<file path="config.mk">
export PLATFORM = sky130hd
export DESIGN_NAME = rsqrt_newton_refine
export DESIGN_NICKNAME = d
export VERILOG_FILES = /design/src/rtl/rsqrt_pkg.sv /design/src/rtl/fxp_mul_q.sv /design/src/rtl/rsqrt_newton_refine.sv
export SDC_FILE = /design/constraint.sdc
export NUM_CORES = 2
export LEC_CHECK = 0
export ABC_AREA = 1
export CORE_ASPECT_RATIO = 1.25
export CORE_MARGIN = 1.5
export CORE_UTILIZATION = 60
export CTS_CLUSTER_DIAMETER = 150
export CTS_CLUSTER_SIZE = 8
export DETAILED_ROUTE_END_ITERATION = 8
export GPL_ROUTABILITY_DRIVEN = 0
export PLACE_DENSITY = 0.77
export SLEW_MARGIN = 20
export SYNTH_ARGS = -nofsm -noshare
export SYNTH_HDL_FRONTEND = slang
export SYNTH_HIERARCHICAL = 1
export SYNTH_SLANG_ARGS = --single-unit
export TNS_END_PERCENT = 1
</file>
<file path="constraint.sdc">
create_clock -name clk -period 14.89 [get_ports clk]
set_input_delay 2.978 -clock clk [delete_from_list [all_inputs] [get_ports clk]]
set_output_delay 2.978 -clock clk [all_outputs]
set_load 0.01 [all_outputs]
</file>
<file path="src/rtl/rsqrt_pkg.sv">
// rtl/rsqrt_pkg.sv - shared constants, state encoding and saturation for the rsqrt refiner
package rsqrt_pkg;

   localparam int W    = 32;
   localparam int FRAC = 10;
   localparam int SW   = $clog2(2 * W);

   localparam logic [W-1:0] THREE_Q = W'(3) << FRAC;

   typedef enum logic [2:0] {
      IDLE,
      S_YY,
      S_XYY,
      S_Y,
      DONE
   } state_t;

   // Any set bit above the low W bits means the value does not fit: clamp to all-ones.
   function automatic logic [W-1:0] sat_w(input logic [2*W-1:0] v);
      return (v[2*W-1:W] != '0) ? {W{1'b1}} : v[W-1:0];
   endfunction

endpackage

</file>
<file path="src/rtl/fxp_mul_q.sv">
// rtl/fxp_mul_q.sv - combinational unsigned a*b >> shift, saturated to W bits
module fxp_mul_q
   import rsqrt_pkg::*;
(
   input  logic [W-1:0]  a,
   input  logic [W-1:0]  b,
   input  logic [SW-1:0] shift,
   output logic [W-1:0]  y
);

   logic [2*W-1:0] prod;
   logic [2*W-1:0] shifted;

   assign prod    = {{W{1'b0}}, a} * {{W{1'b0}}, b};
   assign shifted = prod >> shift;
   assign y       = sat_w(shifted);

endmodule

</file>
<file path="src/rtl/rsqrt_newton_refine.sv">
// rtl/rsqrt_newton_refine.sv - Newton-Raphson refinement of an inverse-sqrt seed
module rsqrt_newton_refine
   import rsqrt_pkg::*;
#(
   parameter int ITER = 2
) (
   input  logic         clk,
   input  logic         rst,
   input  logic         in_valid,
   output logic         in_ready,
   input  logic [W-1:0] x_in,
   input  logic [W-1:0] y0_in,
   output logic         out_valid,
   input  logic         out_ready,
   output logic [W-1:0] y_out
);

   generate
      if (ITER < 1) begin : g_iter_check
         $error("rsqrt_newton_refine: ITER must be >= 1");
      end
   endgenerate

   localparam int CW = (ITER > 1) ? $clog2(ITER) : 1;
   localparam logic [CW-1:0] CNT_LAST = CW'(ITER - 1);

   state_t        state_q, state_d;
   logic [W-1:0]  x_q, x_d;
   logic [W-1:0]  y_q, y_d;
   logic [W-1:0]  p_q, p_d;
   logic [W-1:0]  t_q, t_d;
   logic [CW-1:0] cnt_q, cnt_d;
   logic          in_ready_q, in_ready_d;
   logic          out_valid_q, out_valid_d;
   logic [W-1:0]  y_out_q, y_out_d;

   logic [W-1:0]  mul_a;
   logic [W-1:0]  mul_b;
   logic [SW-1:0] mul_sh;
   logic [W-1:0]  mul_y;

   // One multiplier serves all three steps; operands follow the state.
   always_comb begin
      mul_a  = '0;
      mul_b  = '0;
      mul_sh = SW'(FRAC);
      case (state_q)
         S_YY: begin
            mul_a = y_q;
            mul_b = y_q;
         end
         S_XYY: begin
            mul_a = x_q;
            mul_b = p_q;
         end
         S_Y: begin
            mul_a  = y_q;
            mul_b  = t_q;
            mul_sh = SW'(FRAC + 1);
         end
         default: ;
      endcase
   end

   fxp_mul_q u_mul (
      .a     (mul_a),
      .b     (mul_b),
      .shift (mul_sh),
      .y     (mul_y)
   );

   always_comb begin
      state_d     = state_q;
      x_d         = x_q;
      y_d         = y_q;
      p_d         = p_q;
      t_d         = t_q;
      cnt_d       = cnt_q;
      in_ready_d  = in_ready_q;
      out_valid_d = out_valid_q;
      y_out_d     = y_out_q;
      case (state_q)
         IDLE: begin
            if (in_valid && in_ready_q) begin
               x_d        = x_in;
               y_d        = y0_in;
               cnt_d      = '0;
               in_ready_d = 1'b0;
               state_d    = S_YY;
            end
         end
         S_YY: begin
            p_d     = mul_y;
            state_d = S_XYY;
         end
         S_XYY: begin
            // Overshoot (x*y*y >= 3) would go negative; clamp the correction to zero.
            t_d     = (mul_y >= THREE_Q) ? '0 : (THREE_Q - mul_y);
            state_d = S_Y;
         end
         S_Y: begin
            y_d = mul_y;
            if (cnt_q == CNT_LAST) begin
               y_out_d     = mul_y;
               out_valid_d = 1'b1;
               state_d     = DONE;
            end else begin
               cnt_d   = cnt_q + 1'b1;
               state_d = S_YY;
            end
         end
         DONE: begin
            if (out_ready) begin
               out_valid_d = 1'b0;
               in_ready_d  = 1'b1;
               state_d     = IDLE;
            end
         end
         default: begin
            out_valid_d = 1'b0;
            in_ready_d  = 1'b1;
            state_d     = IDLE;
         end
      endcase
   end

   always_ff @(posedge clk) begin
      if (rst) begin
         state_q     <= IDLE;
         x_q         <= '0;
         y_q         <= '0;
         p_q         <= '0;
         t_q         <= '0;
         cnt_q       <= '0;
         in_ready_q  <= 1'b1;
         out_valid_q <= 1'b0;
         y_out_q     <= '0;
      end else begin
         state_q     <= state_d;
         x_q         <= x_d;
         y_q         <= y_d;
         p_q         <= p_d;
         t_q         <= t_d;
         cnt_q       <= cnt_d;
         in_ready_q  <= in_ready_d;
         out_valid_q <= out_valid_d;
         y_out_q     <= y_out_d;
      end
   end

   assign in_ready  = in_ready_q;
   assign out_valid = out_valid_q;
   assign y_out     = y_out_q;

endmodule

</file>
After elaboration in Yosys (flattened, before gate mapping). Index checks and enable logic that the tools add are counted.

Flip-flop bits (word level): 166. Bits of input ports: 68. Output and inout bits: 34. Word-level logic and storage cells: 55.

Add/subtract/negate cells: 2. Multiply operators: 1. Order comparisons: 1. Equality and inequality tests: 7. Shifts and indexed selects: 1. Multiplexer cells: 19. Bitwise gates (word level): 2. Reduce and logical (&&, ||, !) cells: 13.

Operators by type and width (number): 32-bit case mux with 2 select lines (2); 32-bit 2-to-1 mux (3); 32-bit case mux with 3 select lines (1); 32-bit by 32-bit multiplier with 64-bit output (1); 64-bit by 4-bit >> shifter with 64-bit output (1); 32-bit by 12-bit greater-or-equal comparator with 1-bit output (second input constant) (1); 32-bit nonzero test (1); 12-bit by 32-bit subtractor with 32-bit output (first input constant) (1); 3-bit case mux with 5 select lines (1); 3-bit 2-to-1 mux (3); 2-bit AND reduction (4); 3-bit by 2-bit equality test with 1-bit output (second input constant) (2); 1-bit 2-to-1 mux (6); 2-bit inequality test (second input constant) (3); 1-bit case mux with 3 select lines (2); 3-bit AND reduction (2); 3-bit OR reduction (2); 3-bit by 1-bit equality test with 1-bit output (second input constant) (1); 3-bit equality test (second input constant) (1); 3-bit zero test (1); 1-bit NOT (2); 1-bit case mux with 2 select lines (1); 2-bit nonzero test (1); 2-bit OR reduction (1); other kinds (2) (2).

Depth between registers and ports, before layout.
Depth in word-level cells: 9. Mapped depth: 60.

Cells and area by module. The synthesis kept the hierarchy.

Modules (own cells, without submodules): fxp_mul_q (instances 1, cells each 5792, area an instance 40357.5 µm², sequential area each 0.0 µm²); rsqrt_newton_refine (instances 1, cells each 971, area an instance 7094.3 µm², sequential area each 3323.2 µm²).

Least setup slack after synthesis. Ideal clock, no wire load.

Path kind: register to register. Start: reg state_q[0]. End: reg t_q[8]. Arrival time: 9106 ps. Setup slack: 5713 ps. Cell stages (with the launch flop): 47. Buffers on the path: 3. Path through: dfxtp_1 nand2_2 nor2_2 clkinv_1 buf_2 o221ai_1 clkbuf_1 nand2_1 fa_1 inv_1 fa_1 inv_1 fa_1 inv_1 fa_1 fa_1 fa_1 fa_1 [... 11 more ...] nand3_2 nand3_1 nand3_1 nand2_1 nand3_1 nand2_1 nor2_1 nand2_2 nor2_8 buf_6 nand3_1 inv_1 ha_1 nand3_1 nor2_1 xor2_1 nand2_1 a21oi_1.

Elaborated cells between the ends (all ways): 14. Those cells by class: add/sub (1); mul (1); order compare (1); eq/ne (3); shift (1); mux (5); reduce/logical (2).

RTL lines: start: declaration (line rsqrt_newton_refine.sv:27) `state_t state_q, state_d;`; start signal: assignment (line rsqrt_newton_refine.sv:139) `state_q <= state_d;`; 3-bit by 2-bit equality test with 1-bit output or 3-bit by 1-bit equality test with 1-bit output (tied branches) (line rsqrt_newton_refine.sv:47) `case (state_q)`; 32-bit case mux with 3 select lines (*) (line rsqrt_newton_refine.sv:47); named net mul_b[11] (line rsqrt_newton_refine.sv:38) `logic [W-1:0] mul_b;`; 32-bit by 32-bit multiplier with 64-bit output (*) (line fxp_mul_q.sv:14) `assign prod = {{W{1'b0}}, a} * {{W{1'b0}}, b};`; 64-bit by 4-bit >> shifter with 64-bit output (*) (line fxp_mul_q.sv:15) `assign shifted = prod >> shift;`; 32-bit nonzero test (line rsqrt_pkg.sv:20) `return (v[2*W-1:W] != '0) ? {W{1'b1}} : v[W-1:0];`; 32-bit 2-to-1 mux (*) (line rsqrt_pkg.sv:20); named net mul_y[0] (line rsqrt_newton_refine.sv:40) `logic [W-1:0] mul_y;`; 12-bit by 32-bit subtractor with 32-bit output or 32-bit by 12-bit greater-or-equal comparator with 1-bit output (tied branches) (line rsqrt_newton_refine.sv:98) `t_d = (mul_y >= THREE_Q) ? '0 : (THREE_Q - mul_y);`; 32-bit 2-to-1 mux (*) (line rsqrt_newton_refine.sv:98); end signal: assignment (line rsqrt_newton_refine.sv:143) `t_q <= t_d;`; end: declaration (line rsqrt_newton_refine.sv:31) `logic [W-1:0] t_q, t_d;`.

Mark *: on every way through the listed nets, which the timed path passes. The rest lies on a longest branch. A chain may end at the register's enable or synchronous reset.

Worst setup path in the final report.
Start: reg state_q[1]. End: reg t_q[4].

Word-level cells in the longest chain between the ends: 9. Elaborated cells between the ends (all ways): 14. Those cells by class: add/sub (1); mul (1); order compare (1); eq/ne (3); shift (1); mux (5); reduce/logical (2).

Ends and longest elaborated chain: 3-bit by 2-bit equality test with 1-bit output or 3-bit by 1-bit equality test with 1-bit output (tied branches) (line rsqrt_newton_refine.sv:47); 2-bit OR reduction (no source line); 32-bit case mux with 2 select lines (*) (line rsqrt_newton_refine.sv:47); named net mul_a[10] (line rsqrt_newton_refine.sv:37) `logic [W-1:0] mul_a;`; 32-bit by 32-bit multiplier with 64-bit output (*) (line fxp_mul_q.sv:14); 64-bit by 4-bit >> shifter with 64-bit output (*) (line fxp_mul_q.sv:15); 32-bit nonzero test (line rsqrt_pkg.sv:20); 32-bit 2-to-1 mux (*) (line rsqrt_pkg.sv:20); named net mul_y[14] (line rsqrt_newton_refine.sv:40); 32-bit by 12-bit greater-or-equal comparator with 1-bit output (*) (line rsqrt_newton_refine.sv:98); 32-bit 2-to-1 mux (*) (line rsqrt_newton_refine.sv:98).

Marks and branches as above.

==> run_summary.xml <==
<?xml version="1.0" encoding="UTF-8"?>
<metrics>
  <group name="setup_path">
    <metric name="master_of_the_slowest_instance_on_the_critical_path" unit="">o22ai_2</metric>
    <metric name="critical_path_arrival" unit="ns">12.78</metric>
    <metric name="crit_fanout" unit="">51</metric>
    <metric name="timing.critical_path.mode_cell" unit="">nand2_1</metric>
    <metric name="critPathCaptureType" unit="">flip-flop</metric>
    <metric name="path_class" unit="">flip-flop to flip-flop</metric>
    <metric name="startpoint_type" unit="">flip-flop</metric>
    <metric name="r2r-start" unit="">state_q[1]$_SDFFE_PP0P_</metric>
    <metric name="crit_buf_inv" unit="">8</metric>
    <metric name="crit_start" unit="">state_q[1]$_SDFFE_PP0P_</metric>
    <metric name="cp_top_family" unit="">simple AND/OR/NAND/NOR gates</metric>
    <metric name="cp.required" unit="ns">15.26</metric>
    <metric name="cp_slowest_stage_delay" unit="ns">0.73</metric>
  </group>
  <group name="floorplanning">
    <metric name="row_count" unit="">115</metric>
    <metric name="floorplan.die_area" unit="um^2">80800</metric>
    <metric name="floorplan.io_pins" unit="">102</metric>
    <metric name="initial_util" unit="">0.604</metric>
    <metric name="fp.dieH" unit="um">317</metric>
    <metric name="die-width" unit="um">255</metric>
    <metric name="fp.coreArea" unit="um^2">78600</metric>
  </group>
  <group name="layout">
    <metric name="multi_input_comb_area" unit="um^2">36400</metric>
    <metric name="fillCellCount" unit="">6976</metric>
    <metric name="number_of_cells_in_the_finished_layout_apart_from_fillers" unit="">7695</metric>
    <metric name="layout.area.seq" unit="um^2">3320</metric>
    <metric name="layout_cell_share_with_drive_strength_beyond_1" unit="">0.0510</metric>
    <metric name="num-nets-final" unit="">7856</metric>
    <metric name="layout-area-overhead-vs-synth" unit="%">5.17</metric>
  </group>
  <group name="synthesis">
    <metric name="postSynthAreaPerCell" unit="um^2">7.02</metric>
    <metric name="ys_seq_elements" unit="">166</metric>
    <metric name="ys_dominant_reg_cell" unit="">dfxtp_1</metric>
    <metric name="synth-edff-count" unit="">0</metric>
    <metric name="synthCells" unit="">6763</metric>
    <metric name="synth_seq_area_share" unit="">0.0700</metric>
    <metric name="synth_area" unit="um^2">47500</metric>
    <metric name="synth-warning-count" unit="">6</metric>
    <metric name="synth-async-reset-ratio" unit="">0</metric>
    <metric name="post_synth_num_cell_types" unit="">48</metric>
  </group>
  <group name="cts">
    <metric name="insertion_delay" unit="ns">0.45</metric>
    <metric name="postCtsSetupBuffers" unit="">0</metric>
    <metric name="postCtsHoldBufs" unit="">0</metric>
    <metric name="cts-resized-gates" unit="">0</metric>
    <metric name="cts_tree" unit="">yes</metric>
    <metric name="cts.clk_slew.worst_paths" unit="ns">0.07</metric>
    <metric name="cts_num_sinks" unit="">166</metric>
    <metric name="cts_buffer_depth" unit="">2</metric>
    <metric name="htreeDepth" unit="">4</metric>
    <metric name="cts_inserted_buffers" unit="">17</metric>
    <metric name="clock-root-buffer" unit="">clkbuf_16</metric>
  </group>
  <group name="sta">
    <metric name="grt_setup_unrepaired" unit="">false</metric>
    <metric name="timing.final.hold_violations" unit="">0</metric>
    <metric name="layout_worst_path_cycle_share" unit="">0.833</metric>
    <metric name="worst_slew_margin_rel" unit="">0.225</metric>
    <metric name="max_clock_freq" unit="GHz">0.0806</metric>
    <metric name="setup_total_negative_slack" unit="ns">0</metric>
    <metric name="number_of_pins_with_negative_max_slew_slack_in_the_final_report" unit="">0</metric>
    <metric name="period_minus_slack" unit="ns">12.41</metric>
    <metric name="fin_skew" unit="ns">0.0147</metric>
    <metric name="max_slew.worst_pin.slew" unit="ns">1.15</metric>
    <metric name="finalSetupViolations" unit="">0</metric>
  </group>
  <group name="global_route">
    <metric name="grt_pass1_wl" unit="mm">226</metric>
    <metric name="gr-total-overflow" unit="">0</metric>
    <metric name="antenna_found_initial" unit="">1</metric>
    <metric name="first_global_vias" unit="">44400</metric>
    <metric name="grt_use_total" unit="">0.355</metric>
    <metric name="pin_count_of_the_biggest_net_entering_global_routing" unit="">96</metric>
  </group>
  <group name="routing">
    <metric name="detailedRoute.firstIterationViolations" unit="">3953</metric>
    <metric name="antenna_violating_nets_post_route" unit="">0</metric>
    <metric name="drt-total-wl" unit="mm">138</metric>
    <metric name="routed_via_density" unit="">5.52</metric>
    <metric name="remaining_drc_errors" unit="">1</metric>
    <metric name="wl_per_cell" unit="um">18.0</metric>
    <metric name="route.vias.total" unit="">42500</metric>
    <metric name="detail_route.first_pass.iterations" unit="">9</metric>
  </group>
  <group name="power_and_ir_drop">
    <metric name="vdd.ir_drop.worst" unit="mV">0.108</metric>
    <metric name="totalPowerFinal" unit="mW">2.25</metric>
    <metric name="static-leakage-power" unit="nW">26.8</metric>
    <metric name="powerDensity" unit="nW/um^2">45.2</metric>
  </group>
  <group name="placement">
    <metric name="detailedPlacementHpwl" unit="mm">111</metric>
    <metric name="place.detailed.instances" unit="">7662</metric>
    <metric name="io_buffers" unit="">101</metric>
  </group>
  <group name="min_path">
    <metric name="min-delay-start" unit="">t_q[20]$_SDFFE_PP0N_</metric>
    <metric name="hold_path.class" unit="">flip-flop to flip-flop</metric>
  </group>
  <group name="run_status">
    <metric name="violations" unit="">design-rule violations</metric>
    <metric name="result_of_the_run" unit="">finished, violations left</metric>
  </group>
  <group name="run">
    <metric name="timing.max_cap.violations" unit="">0</metric>
  </group>
</metrics>
==> metal layers <==
layer  share of wire  GRT usage
met5               0          0
met4           0.061      0.187
met3           0.085     0.0514
met2            0.48      0.598
met1            0.37      0.438
==> power breakdown <==
| part | switching [mW] | internal (mW) | leakage [nW] |
|---|---|---|---|
| clock network | 0.211 | 0.225 | 0.287 |
| logic | 0.935 | 0.367 | 25.2 |
| registers | 0.0210 | 0.494 | 1.36 |
==> sequential cells by signal, summed over array words and instances, names as in the netlist <==
signal	cells
y_out	32
x_q	32
cnt_q	1
state_q	3
out_valid	1
t_q	32
p_q	32
in_ready	1
y_q	32
==> synth_stat cells (27+ instances only) <==
master | count | area share
nand3_1 | 398 | 0.042
nand2_1 | 2073 | 0.16
dfxtp_1 | 166 | 0.070
buf_2 | 48 | 0.0051
inv_1 | 1744 | 0.14
o221ai_1 | 32 | 0.0059
a31oi_1 | 31 | 0.0041
o21ai_1 | 27 | 0.0028
clkbuf_1 | 271 | 0.021
o21ai_0 | 190 | 0.020
a21oi_1 | 176 | 0.019
fa_1 | 896 | 0.38
nor2_1 | 125 | 0.0099
nand3_2 | 64 | 0.014
nor2_2 | 32 | 0.0042
ha_1 | 264 | 0.070
==> final timing paths <==
check,to,slack (ns),depth (start not counted)
min reg2reg,t_q[20]$_SDFFE_PP0N_,0.44,2
min,t_q[20]$_SDFFE_PP0N_,0.44,2
max reg2reg,t_q[4]$_SDFFE_PP0N_,2.48,45
max,t_q[4]$_SDFFE_PP0N_,2.48,45
==> kinds of logic (layout without fill, tap and decap cells) <==
| family | Yosys count | after routing | share of synthesized area |
|---|---|---|---|
| AOI/OAI and AO/OA | 489 | 489 | 0.0563 |
| xor gates and xnor gates | 40 | 40 | 0.00738 |
| adders and majority gates | 1160 | 1160 | 0.448 |
| buffers and inverters | 2128 | 1989 | 0.172 |
| DFF | 166 | 166 | 0.0700 |
| muxes | 6 | 6 | 0.00127 |
| other | 2 | 20 | 0.000158 |
| and+or+nand+nor | 2772 | 2772 | 0.246 |
==> worst min-delay path: stages, from the launching register on <==
cell	delay, ns
dfxtp_1	0.31
nand2_1	0.06
nor2_1	0.04
==> metrics by stage <==
stage | worst slack, ns | util | hold WS [ns] | instance area [um^2]
final | 2.48 | 0.635 | 0.442 | 49900
after global placement | 2.86 | 0.628 | 0.426 | 49300
after CTS | 2.77 | 0.635 | 0.441 | 49900
after detailed placement | 2.82 | 0.628 | 0.429 | 49300
after floorplan | 5.71 | - | 0.418 | 47500
after global routing | 1.90 | 0.635 | 0.461 | 49900
==> placed cells by master, fill, tap and decap left out, types with 78 or more instances in the layout <==
cell type,instances
nor2_1,125
buf_4,78
inv_1,1743
clkdlybuf4s50_1,100
nand3_1,398
a21oi_1,176
fa_1,896
dfxtp_1,166
ha_1,264
o21ai_0,168
nand2_1,2071
==> area by class of cell <==
cell class / count / area share
inverter: 1778 / 0.134
timing repair buffer: 179 / 0.0319
multi-input combinational: 4486 / 0.730
antenna: 1 / 0.0000501
sequential: 166 / 0.0666
clock inverter: 14 / 0.00316
tap: 1053 / 0.0264
clock buffer: 18 / 0.00860
Power figures use the tool's default switching activity.
